## src/rtl/lane_unstriper.sv

```systemverilog
// Rebuilds four parallel lanes from a byte-wide striped stream, aligned on syncIn markers.
// Optional saturating alignment-fault counter on errCount, enabled by LANE_UNSTRIPER_ERRCNT_EN.
module lane_unstriper #(
    parameter int DATA_W = 8
) (
    input  logic              clk_1,
    input  logic              reset,
    input  logic [DATA_W-1:0] dataIn,
    input  logic              validIn,
    input  logic              syncIn,
    output logic [DATA_W-1:0] dataOut0,
    output logic [DATA_W-1:0] dataOut1,
    output logic [DATA_W-1:0] dataOut2,
    output logic [DATA_W-1:0] dataOut3,
    output logic              validOut0,
    output logic              validOut1,
    output logic              validOut2,
    output logic              validOut3,
`ifdef LANE_UNSTRIPER_ERRCNT_EN
    output logic [7:0]        errCount,
`endif
    output logic              groupStrobe,
    output logic              alignErr
);

    typedef enum logic {
        UNSYNC  = 1'b0,
        COLLECT = 1'b1
    } state_t;

    state_t                   state_q, state_d;
    logic [1:0]               slot_q, slot_d;
    logic [2:0][DATA_W-1:0]   stage_data_q, stage_data_d;
    logic [2:0]               stage_valid_q, stage_valid_d;
    logic [3:0][DATA_W-1:0]   out_data_q, out_data_d;
    logic [3:0]               out_valid_q, out_valid_d;
    logic                     strobe_q, strobe_d;
    logic                     err_q, err_d;

    // NOTE: every variable gets a default before the case so no path leaves one unassigned (no latches).
    always_comb begin
        state_d       = state_q;
        slot_d        = slot_q;
        stage_data_d  = stage_data_q;
        stage_valid_d = stage_valid_q;
        out_data_d    = out_data_q;
        out_valid_d   = out_valid_q;
        strobe_d      = 1'b0;
        err_d         = 1'b0;

        unique case (state_q)
            UNSYNC: begin
                if (syncIn) begin
                    stage_data_d[0]  = dataIn;
                    stage_valid_d[0] = validIn;
                    slot_d           = 2'd1;
                    state_d          = COLLECT;
                end
            end

            COLLECT: begin
                if (slot_q == 2'd0) begin
                    // Slot right after a wrap must open the next group.
                    if (syncIn) begin
                        stage_data_d[0]  = dataIn;
                        stage_valid_d[0] = validIn;
                        slot_d           = 2'd1;
                    end else begin
                        err_d   = 1'b1;
                        state_d = UNSYNC;
                    end
                end else if (syncIn) begin
                    // Misaligned marker: drop the partial group and restart from this byte.
                    err_d            = 1'b1;
                    stage_data_d     = '0;
                    stage_valid_d    = '0;
                    stage_data_d[0]  = dataIn;
                    stage_valid_d[0] = validIn;
                    slot_d           = 2'd1;
                end else if (slot_q == 2'd3) begin
                    out_data_d  = {dataIn, stage_data_q[2], stage_data_q[1], stage_data_q[0]};
                    out_valid_d = {validIn, stage_valid_q[2], stage_valid_q[1], stage_valid_q[0]};
                    strobe_d    = 1'b1;
                    slot_d      = 2'd0;
                end else begin
                    if (slot_q == 2'd1) begin
                        stage_data_d[1]  = dataIn;
                        stage_valid_d[1] = validIn;
                    end else begin
                        stage_data_d[2]  = dataIn;
                        stage_valid_d[2] = validIn;
                    end
                    slot_d = slot_q + 2'd1;
                end
            end

            default: state_d = UNSYNC;
        endcase
    end

    // NOTE: staging and output registers are reset too, so a reset mid-group leaves nothing stale visible.
    always_ff @(posedge clk_1 or negedge reset) begin
        if (!reset) begin
            state_q       <= UNSYNC;
            slot_q        <= 2'd0;
            stage_data_q  <= '0;
            stage_valid_q <= '0;
            out_data_q    <= '0;
            out_valid_q   <= '0;
            strobe_q      <= 1'b0;
            err_q         <= 1'b0;
        end else begin
            // NOTE: non-blocking assignments so every register samples the pre-edge values.
            state_q       <= state_d;
            slot_q        <= slot_d;
            stage_data_q  <= stage_data_d;
            stage_valid_q <= stage_valid_d;
            out_data_q    <= out_data_d;
            out_valid_q   <= out_valid_d;
            strobe_q      <= strobe_d;
            err_q         <= err_d;
        end
    end

`ifdef LANE_UNSTRIPER_ERRCNT_EN
    logic [7:0] err_cnt_q, err_cnt_d;

    always_comb begin
        err_cnt_d = err_cnt_q;
        if (err_d && (err_cnt_q != 8'hFF)) begin
            err_cnt_d = err_cnt_q + 8'd1;
        end
    end

    always_ff @(posedge clk_1 or negedge reset) begin
        if (!reset) begin
            err_cnt_q <= 8'd0;
        end else begin
            err_cnt_q <= err_cnt_d;
        end
    end

    assign errCount = err_cnt_q;
`endif

    assign dataOut0    = out_data_q[0];
    assign dataOut1    = out_data_q[1];
    assign dataOut2    = out_data_q[2];
    assign dataOut3    = out_data_q[3];
    assign validOut0   = out_valid_q[0];
    assign validOut1   = out_valid_q[1];
    assign validOut2   = out_valid_q[2];
    assign validOut3   = out_valid_q[3];
    assign groupStrobe = strobe_q;
    assign alignErr    = err_q;

endmodule

```

## config.mk

```make
export PLATFORM = sky130hd
export DESIGN_NAME = lane_unstriper
export DESIGN_NICKNAME = d
export VERILOG_FILES = /design/src/rtl/lane_unstriper.sv
export SDC_FILE = /design/constraint.sdc
export NUM_CORES = 1
export LEC_CHECK = 0
export ABC_CLOCK_PERIOD_IN_PS = 1700
export CAP_MARGIN = 20
export CORE_MARGIN = 2
export CORE_UTILIZATION = 49
export CTS_BUF_LIST = sky130_fd_sc_hd__clkbuf_8
export CTS_CLUSTER_SIZE = 14
export DETAILED_ROUTE_END_ITERATION = 12
export PLACE_DENSITY = 0.82
export SETUP_SLACK_MARGIN = 0.02
export SYNTH_ARGS = -nofsm -noshare
export SYNTH_HDL_FRONTEND = slang
export SYNTH_SLANG_ARGS = --single-unit
export TNS_END_PERCENT = 10
```

## constraint.sdc

```tcl
create_clock -name clk_1 -period 1.7 [get_ports clk_1]
set_input_delay 0.34 -clock clk_1 [delete_from_list [all_inputs] [get_ports clk_1]]
set_output_delay 0.34 -clock clk_1 [all_outputs]
set_load 0.01 [all_outputs]
```

==> Yosys cells after proc, flatten, opt, wreduce, memory -nomap -nowiden <==
Cells that the tools add are included.
{ "op_classes": {"addsub": 1, "n_mul": 0, "div_mod_pow": 0, "order_cmp": 0, "eq_ne": 4, "shifts": 0, "n_mux": 25, "n_bitwise": 3, "reduce_logical": 5} }
{ "op_table": {"columns": ["cell", "count"], "rows": [
  ["$mux 16", 2],
  ["$mux 8", 3],
  ["$mux 1", 12],
  ["$mux 2", 6],
  ["$reduce_and 4->1", 3],
  ["$ne 2x2->1 const B", 2],
  ["$pmux 2 s2", 1],
  ["$not 1->1", 3],
  ["$add 2x1->2 const B", 1],
  ["$eq 2x1->1 const B", 1],
  ["$eq 2x2->1 const B", 1],
  ["$logic_not 2->1", 1],
  ["$pmux 1 s2", 1],
  ["$reduce_bool 2->1", 1]
]} }
{ "totals": {"ff_bits": 68, "latch_bits": 0, "ramBits": 0, "romBits": 0, "in_bits": 12, "output_inout_bits": 38, "wordCells": 53, "memories": 0} }

==> Logic depth before layout (Yosys ltp) <==
Gate-level depths: netlist of the first run.
{ "depth": {"word_depth": 5, "ltp_mapped": 7, "mapped_depth_nobuf": 6} }

==> Worst setup path after synthesis of the first run <==
Ideal clock, no wire load.
{ "synth_path": {"kind": "register -> register", "startpoint": "register slot_q[1]", "endpoint": "register out_data_q, in the netlist dataOut0[1]", "setup_time_ns": 0.125, "arrival_time_ns": 1.581, "t_required_ns": 1.575, "path_slack_ns": -0.006, "path_stages_with_launch": 8, "n_path_buf": 1, "synth_period_minus_slack_ns": 1.706, "cell_sequence": "dfrtp_1 -> inv_1 -> ha_1 -> inv_1 -> ha_1 -> nand3_4 -> buf_2 -> mux2_2"} }
{ "synth_via": {"elab_chain_cells": 3, "word_cells_on_any_way": 4, "classes_between": "eq/ne: 1; bitwise: 1; reduce/logical: 2"} }
{ "synth_lines": {"columns": ["element", "line", "text"], "rows": [
  ["from (decl)", "32", "logic [1:0] slot_q, slot_d;"],
  ["from (signal assigned)", "115", "slot_q <= slot_d;"],
  ["$logic_not 2->1", "62", "if (slot_q == 2'd0) begin"],
  ["$not 1->1 (no source line)", null, null],
  ["$reduce_and 4->1 (no source line) (*)", null, null],
  ["to (signal assigned)", "118", "out_data_q <= out_data_d;"],
  ["to (decl)", "35", "logic [3:0][DATA_W-1:0] out_data_q, out_data_d;"]
]} }
Mark *: on every way between the ends. The rest lies on a longest branch, timed or not.
A chain may end at the register's enable or synchronous reset.

==> Final worst setup path of the first run <==
{ "layout_path": {"startpoint": "register slot_q[1]", "endpoint": "register out_data_q, in the netlist dataOut1[5]"} }
Same word-level chain as after synthesis.

==> impl_metrics.tcl, run 1 <==
set metrics [dict create \
    max-cap-violations 0 \
    place_congestion 0.797 \
    hp-class "in -> async" \
    crit_family "flip-flops" \
    synth-seq-cells 68 \
    h-tree-depth 3 \
    ant_nets 0 \
    violations "hold timing, setup timing" \
    root_buffer "clkbuf_8" \
    num_rows 27 \
    drtIter0Drc 82 \
    post-place-ws_ns -0.203 \
    start_kind "register" \
    syn_area_per_cell_um2 16.2 \
    num_vias 1637 \
    seq_area_frac_synth_pct 61.0 \
    vdd_drop_max_uv 934 \
    grt_pass1_wl_um 8540 \
    path_cells "inv_2 -> ha_4 -> inv_2 -> ha_4 -> nand3_4 -> clkbuf_16 -> mux2_2" \
    hold_viol 6 \
    cp_max_fo 8 \
    synth_nets 189 \
    pin_count 50 \
    path_buf_inv 3 \
    start_util_pct 50.7 \
    dpl.hpwl_um 3440 \
    cp.arrival_ns 1.95 \
    first_global_vias 1623 \
    fin_crit_sh_pct 101 \
    p_leak_nw 1.88 \
    grt_max_degree 69 \
    n_antenna_cell 0 \
    fin_skew_ns 0.00602 \
    final_nets 261 \
    worst-setup-path-type "reg -> reg" \
    portBuffers 49 \
    die_width_um 79.5 \
    grt_antenna_before_repair 0 \
    slew_headroom_pct 76.1 \
    track_usage_pct 18.7 \
    worstPathRequired_ns 1.94 \
    hold_ws_ns -0.00607 \
    die-area_um2 6320 \
    status "complete, but fails checks" \
    power_density_nw_per_um2 1870 \
    crit_path_end_kind "register" \
    drt-total-wl_um 5750 \
    die_h_um 79.5 \
    synthToLayoutAreaGrowth_pct 40.0 \
    remaining_drc_errors 0 \
    final_cell_mix "dfrtp_1 (68), clkdlybuf4s50_1 (48), mux2_2 (33)" \
    cts_tree "done" \
    routedWlPerCell_um 17.9 \
    syn_area_um2 2790 \
    slowest_stage "dfrtp_1" \
    setup_viol 9 \
    drv_slew 0 \
    period_minus_slack_ns 1.71 \
    yosysWarnings 0 \
    postCtsHoldBufs 0 \
    cts_buffer_depth 2 \
    final_common_cell "dfrtp_1" \
    final_util_pct 71.0 \
    ys_types 21 \
    cts_inserted_buffers 9 \
    rsz0062_at_grt "true" \
    drive_above_1_share_pct 44.2 \
    dr.pass1.iters 4 \
    tightest_slew_ns 0.358 \
    worst_slack_ns -0.0139 \
    max_stage_delay_ns 0.42 \
    via_per_inst 5.10 \
    max_clock_freq_mhz 583 \
    clock_latency_ns 0.35 \
    synth_cells 172 \
    clkSlewWorstSetupHoldPaths_ns 0.07 \
    grt_overflow_total 0 \
    core-area_um2 5510 \
    clkSinkCount 68 \
]
==> state kept, by name, indices dropped and copies added (netlist names) <==
signal / count
stage_data_q: 24
dataOut0: 8
state_q: 1
out_valid_q: 4
dataOut2: 8
groupStrobe: 1
alignErr: 1
dataOut1: 8
dataOut3: 8
slot_q: 2
stage_valid_q: 3
==> through the flow <==
stage	cell area [µm²]	hold slack [ns]	power, mW	TNS, ns	instances
detailed placement	3450	0.387	5.33	-8.66	299
finish	3910	-0.00607	7.32	-0.0798	321
global placement	3450	0.382	5.22	-8.62	299
floorplan	2790	0.0444	4.11	-0.175	172
global route	3910	0.0399	7.68	-1.17	321
CTS	3740	0.0115	7.03	0	317
==> Yosys cell counts, drive strengths merged <==
master	n	area share (%)
a21o	1	0.27
buf	8	2.0
nand3	1	0.63
and2b	6	1.6
and2	1	0.22
mux2i	2	0.72
o21bai	1	0.27
a31oi	1	0.22
mux2	63	28
dfrtp	68	61
ha	5	2.2
and4	1	0.31
nand2b	1	0.31
nor2b	3	0.67
o221a	1	0.40
a211oi	1	0.27
nor2	3	0.40
inv	5	0.67
==> power breakdown <==
| group | internal [mW] | switching [mW] | total [mW] | leakage, nW |
|---|---|---|---|---|
| Clock | 1.05 | 0.595 | 1.64 | 0.131 |
| Sequential | 2.27 | 0.396 | 2.66 | 0.861 |
| Combinational | 1.94 | 1.08 | 3.02 | 0.886 |
| Total | 5.25 | 2.07 | 7.32 | 1.88 |
==> area by class of cell <==
class / instances / area, µm²
Fill cell: 355 / 1600
Sequential cell: 68 / 1700
Inverter: 5 / 18.8
Clock inverter: 5 / 98.8
Clock buffer: 11 / 151
Tap cell: 72 / 90.1
Multi-Input combinational cell: 91 / 1110
Timing Repair Buffer: 69 / 736
==> timing repair <==
action / in CTS / in global routing
setup endpoints to repair: 35 / 49
hold endpoints to repair: 0 / 0
resized for setup: 2 / 26
setup buffers: 1 / 2
pin swaps: 1 / 4
gates cloned: 1 / 2
==> cells by family after synthesis <==
group,share of synthesized area [%]
flops,61.0
fa+ha+maj,2.24
compound gates,1.43
mux,28.6
simple gates,4.17
buf+inv,2.64
==> routing by layer <==
layer	vias to the layer above	track usage, %	routed length, µm
li1	742	-	-
met1	841	23.9	2540
met2	40	28.2	2860
met3	14	5.43	200
met4	0	11.0	155
met5	-	0	0
==> path summary, 6_finish.rpt <==
path / start / to / slack [ns] / depth (start not counted)
min in group clk_1: dataOut3[1] / dataOut3[1] / 0.50 / 1
hold reg to reg: dataOut3[1] / dataOut3[1] / 0.50 / 1
hold / removal: reset / dataOut2[1] / -0.006 / 2
setup reg to reg: slot_q[1] / dataOut1[5] / -0.01 / 7
max in group asynchronous: reset / stage_data_q[19] / 1.41 / 2
setup / recovery: slot_q[1] / dataOut1[5] / -0.01 / 7
Power figures use the tool's default switching activity.
==> run 2, diff against run 1 <==
--- a/config.mk
+++ b/config.mk
@@ -10,9 +10,9 @@
 export CORE_MARGIN = 2
 export CORE_UTILIZATION = 49
 export CTS_BUF_LIST = sky130_fd_sc_hd__clkbuf_8
-export CTS_CLUSTER_SIZE = 14
 export DETAILED_ROUTE_END_ITERATION = 12
 export PLACE_DENSITY = 0.82
+export REMOVE_ABC_BUFFERS = 1
 export SETUP_SLACK_MARGIN = 0.02
 export SYNTH_ARGS = -nofsm -noshare
 export SYNTH_HDL_FRONTEND = slang
==> impl_metrics.tcl, run 2 (synthesized netlist as in run 1, its figures left out) <==
set metrics [dict create \
    status "completed" \
    root_buffer "clkbuf_8" \
    cp_max_fo 8 \
    period_minus_slack_ns 1.64 \
    routedWlPerCell_um 15.8 \
    drt-total-wl_um 5030 \
    vdd_drop_max_uv 1040 \
    cts_tree "done" \
    cts_buffer_depth 2 \
    core-area_um2 5510 \
    post-place-ws_ns -0.248 \
    dp_cells 297 \
    p_comb_share_pct 42.2 \
    num_vias 1593 \
    h-tree-depth 3 \
    via_per_inst 5.01 \
    num_rows 27 \
    final_cell_mix "dfrtp_1 (68), clkdlybuf4s50_1 (48), mux2_2 (45)" \
    ant_nets 0 \
    n_fill_cell 391 \
    drv_slew 0 \
    startpoint "slot_q[1]" \
    grt_max_degree 57 \
    max-cap-violations 0 \
    r2r_slack_ns 0.06 \
    hold_viol 0 \
    power_switching_mw 1.93 \
    clockPowerShare_pct 18.9 \
    pin_count 50 \
    fin_skew_ns 0.0119 \
    switching_share_pct 28.5 \
    stdcell_count 318 \
    hp-class "in -> async" \
    clkSlewWorstSetupHoldPaths_ns 0.07 \
    grt_overflow_total 0 \
    synthToLayoutAreaGrowth_pct 35.7 \
    timing.rr.start "slot_q[1]" \
    dpl.hpwl_um 3340 \
    worst_slack_ns 0.0635 \
    track_usage_pct 17.5 \
    portBuffers 49 \
    first_global_vias 1663 \
    tightest_slew_ns 0.310 \
    start_util_pct 50.7 \
    final_common_cell "dfrtp_1" \
    cts_inserted_buffers 9 \
    die_h_um 79.5 \
    rsz0062_at_grt "true" \
    slew_headroom_pct 79.4 \
    p_int_mw 4.84 \
    p_leak_nw 1.79 \
    crit_path_end_kind "register" \
    start_kind "register" \
    drtIter0Drc 55 \
    seq_power_share_pct 38.9 \
    die-area_um2 6320 \
    setup_viol 0 \
    largest_register_ffs 24 \
    power_density_nw_per_um2 1790 \
    remaining_drc_errors 0 \
    place_congestion 0.724 \
    clkSinkCount 68 \
    max_clock_freq_mhz 611 \
    top_register "stage_data_q" \
    clock_latency_ns 0.33 \
    grt_pass1_wl_um 8240 \
    worst-setup-path-type "reg -> reg" \
    fin_crit_sh_pct 96.3 \
    grt_antenna_before_repair 0 \
    drive_above_1_share_pct 42.3 \
    die_width_um 79.5 \
    worstPathRequired_ns 1.92 \
    cp.arrival_ns 1.85 \
    dr.pass1.iters 3 \
    n_antenna_cell 0 \
    final_nets 260 \
]
-- run 2: cell types whose count changed in the layout (fill, tap and decap cells not counted) --
| cell | previous run | this run |
|---|---|---|
| buf_12 | 3 | 4 |
| buf_4 | 12 | 9 |
| buf_6 | 2 | 3 |
| bufinv_16 | 3 | 1 |
| clkbuf_16 | 2 | 1 |
| dlygate4sd3_1 | 0 | 1 |
| ha_1 | 1 | 2 |
| ha_2 | 1 | 0 |
| mux2_2 | 33 | 45 |
| mux2_4 | 30 | 18 |
| nor2_1 | 2 | 3 |
| nor2_4 | 1 | 0 |
-- run 2: worst max-delay path: stages (launching register included) --
cell and delay [ns]:
dfrtp_1 0.41, inv_2 0.10, ha_4 0.14, inv_2 0.04, ha_4 0.15, nand3_4 0.16
clkbuf_16 0.19, mux2_2 0.34
-- run 2: worst paths after layout --
path                       depth (start not counted)          endpoint
max                                                7       dataOut1[0]
min                                                2   stage_data_q[9]
max reg2reg                                        7       dataOut1[0]
min reg2reg                                        1       dataOut1[7]
max in group asynchronous                          3  stage_data_q[10]
min in group clk_1                                 1       dataOut1[7]
-- run 2: power by group through the flow --
stage	combinational (mW)	clock (mW)	sequential, mW
global placement	2.59	0	2.63
floorplan	1.26	0	2.77
detailed placement	2.66	0	2.67
finish	2.86	1.28	2.63
CTS	2.73	1.32	2.63
global route	3.06	1.40	2.72
-- run 2: repair_timing --
item | 4_1_cts | 5_1_grt
pin swaps | 1 | 4
cloned | 1 | 1
setup buffers | 2 | 2
gates resized for setup | 2 | 12
hold buffers | 1 | 0
setup endpoints to repair | 22 | 45
endpoints found under the hold margin | 12 | 0
-- run 2: cell type report --
type | instances | area (µm²) | area share (%)
inverters | 5 | 18.8 | 0.496
multi-input cells | 91 | 1060 | 27.9
clock buffers | 11 | 151 | 4.00
flip-flops and latches | 68 | 1700 | 44.9
repair buffers | 68 | 729 | 19.3
well taps | 72 | 90.1 | 2.38
clock inverters | 3 | 38.8 | 1.02
-- run 2: metal layers --
| layer | part of all wire (%) | track usage [%] |
|---|---|---|
| met2 | 51 | 27.9 |
| met5 | 0 | 0 |
| met4 | 1.0 | 6.21 |
| met3 | 3.0 | 5.20 |
| met1 | 45 | 22.6 |
-- run 2: stage by stage --
step | total power, mW | area [µm²] | util, % | setup TNS, ns | hold slack (ns)
floorplan | 4.02 | 2740 | - | -2.64 | 0.0444
global placement | 5.23 | 3450 | 62.7 | -9.59 | 0.245
detailed placement | 5.32 | 3450 | 62.7 | -10.78 | 0.247
CTS | 6.68 | 3690 | 67.1 | 0 | 0.417
global route | 7.18 | 3790 | 68.8 | -0.00163 | 0.443
finish | 6.77 | 3790 | 68.8 | 0 | 0.428
==> run 3, diff against run 2 <==
==> constraint.sdc (replaced) <==
create_clock -name clk_1 -period 1.7 [get_ports clk_1]
set_input_delay 0.255 -clock clk_1 [delete_from_list [all_inputs] [get_ports clk_1]]
set_output_delay 0.255 -clock clk_1 [all_outputs]
set_load 0.01 [all_outputs]
==> impl_metrics.tcl, run 3 (synthesized netlist as in run 1, its figures left out) <==
set metrics [dict create \
    final_area_um2 3760 \
    via_per_inst 5.10 \
    drv_slew 0 \
    dpl.hpwl_um 3310 \
    tightest_slew_ns 0.356 \
    max-cap-violations 0 \
    start_kind "register" \
    p_leak_nw 1.78 \
    hold_viol 0 \
    root_buffer "clkbuf_8" \
    fin_skew_ns 0.00530 \
    max_clock_freq_mhz 601 \
    h-tree-depth 3 \
    fin_crit_sh_pct 97.9 \
    rsz0062_at_grt "true" \
    crit_family "flip-flops" \
    cp.arrival_ns 1.89 \
    max_stage_delay_ns 0.43 \
    grt_antenna_before_repair 0 \
    clkSinkCount 68 \
    die_h_um 79.5 \
    cts_buffer_depth 2 \
    grt_pass1_wl_um 8260 \
    drtIter0Drc 101 \
    period_minus_slack_ns 1.66 \
    ant_nets 0 \
    stdcell_count 318 \
    setup_viol 0 \
    cts_tree "done" \
    drive_above_1_share_pct 42.3 \
    dr.pass1.iters 3 \
    drt-total-wl_um 5270 \
    vdd_drop_max_uv 952 \
    cp_max_fo 8 \
    num_vias 1622 \
    synthToLayoutAreaGrowth_pct 34.9 \
    routedWlPerCell_um 16.6 \
    n_antenna_cell 0 \
    path_buf_inv 2 \
    clkSlewWorstSetupHoldPaths_ns 0.07 \
    power.total_mw 6.72 \
    largest_register_ffs 24 \
    final_nets 259 \
    first_global_vias 1678 \
    die_width_um 79.5 \
    placed_area_um2 3450 \
    status "completed" \
    path_cells "ha_1 -> buf_4 -> nand3_4 -> clkbuf_16 -> mux2_2" \
    final_common_cell "dfrtp_1" \
    grt_overflow_total 0 \
    start_util_pct 50.7 \
    cts_inserted_buffers 9 \
    slowest_stage "dfrtp_1" \
    die-area_um2 6320 \
    clock_latency_ns 0.34 \
    worstPathRequired_ns 1.92 \
    track_usage_pct 17.6 \
    top_register "stage_data_q" \
    slew_headroom_pct 76.3 \
    num_rows 27 \
    worst-setup-path-type "reg -> reg" \
    fin_tns_setup_ns 0 \
    portBuffers 49 \
    final_cell_mix "dfrtp_1 (68), clkdlybuf4s50_1 (48), mux2_2 (44)" \
    hp-class "in -> async" \
    core-area_um2 5510 \
    power_density_nw_per_um2 1790 \
    crit_path_end_kind "register" \
    place_congestion 0.714 \
    grt_max_degree 69 \
    pin_count 50 \
    remaining_drc_errors 0 \
    dp_cells 297 \
]
==> run 3: power by group <==
| group | total [mW] | internal (mW) | switching (mW) |
|---|---|---|---|
| Combinational | 2.80 | 1.80 | 0.994 |
| Clock | 1.28 | 0.701 | 0.584 |
| Sequential | 2.64 | 2.26 | 0.376 |
==> run 3: worst paths after layout <==
check                                startpoint                to  slack (ns)  cells past startpoint
worst min register to register  stage_data_q[7]       dataOut0[7]        0.50                      1
min in group clk_1              stage_data_q[7]       dataOut0[7]        0.50                      1
worst max-delay path                  slot_q[0]       dataOut1[1]        0.04                      5
worst min-delay path                      reset  stage_valid_q[0]        0.47                      3
max in group asynchronous                 reset       dataOut3[2]        0.95                      3
worst max register to register        slot_q[0]       dataOut1[1]        0.04                      5
==> run 3: stage by stage <==
| stage | hold slack, ns | util, % | worst slack [ns] |
|---|---|---|---|
| after global routing | 0.492 | 68.4 | -0.0233 |
| after floorplan | -0.0406 | - | -0.210 |
| after CTS | 0.470 | 66.3 | 0.0204 |
| final | 0.467 | 68.4 | 0.0352 |
| after global placement | 0.295 | 62.7 | -0.0996 |
| after detailed placement | 0.309 | 62.7 | -0.140 |
==> run 3: what timing repair did <==
item,4_1_cts,5_1_grt
hold buffers,1,0
endpoints found under the setup margin,25,45
resized for setup,2,8
gates cloned,0,3
pin swaps,0,2
setup buffers,0,2
endpoints found under the hold margin,68,0
==> run 3: tightest hold or removal path: stages <==
cell           delay (ns)
dlygate4sd3_1        0.52
buf_2                0.12
buf_12               0.32
==> run 3: layer usage <==
metal	routed length, µm	share of wire [%]	track usage [%]	vias to the layer above
met5	0	0	0	-
met4	92	1.7	9.66	0
met3	187	3.6	4.41	9
met2	2620	50	26.7	32
met1	2360	45	23.1	841
li1	-	-	-	740
==> run 3: final cells by class <==
class	instances	area, µm²
timing repair buffer	67	716
clock inverter	5	52.6
sequential	68	1700
inverter	5	18.8
multi-input combinational	91	1050
tap	72	90.1
clock buffer	10	138
fill	367	1740
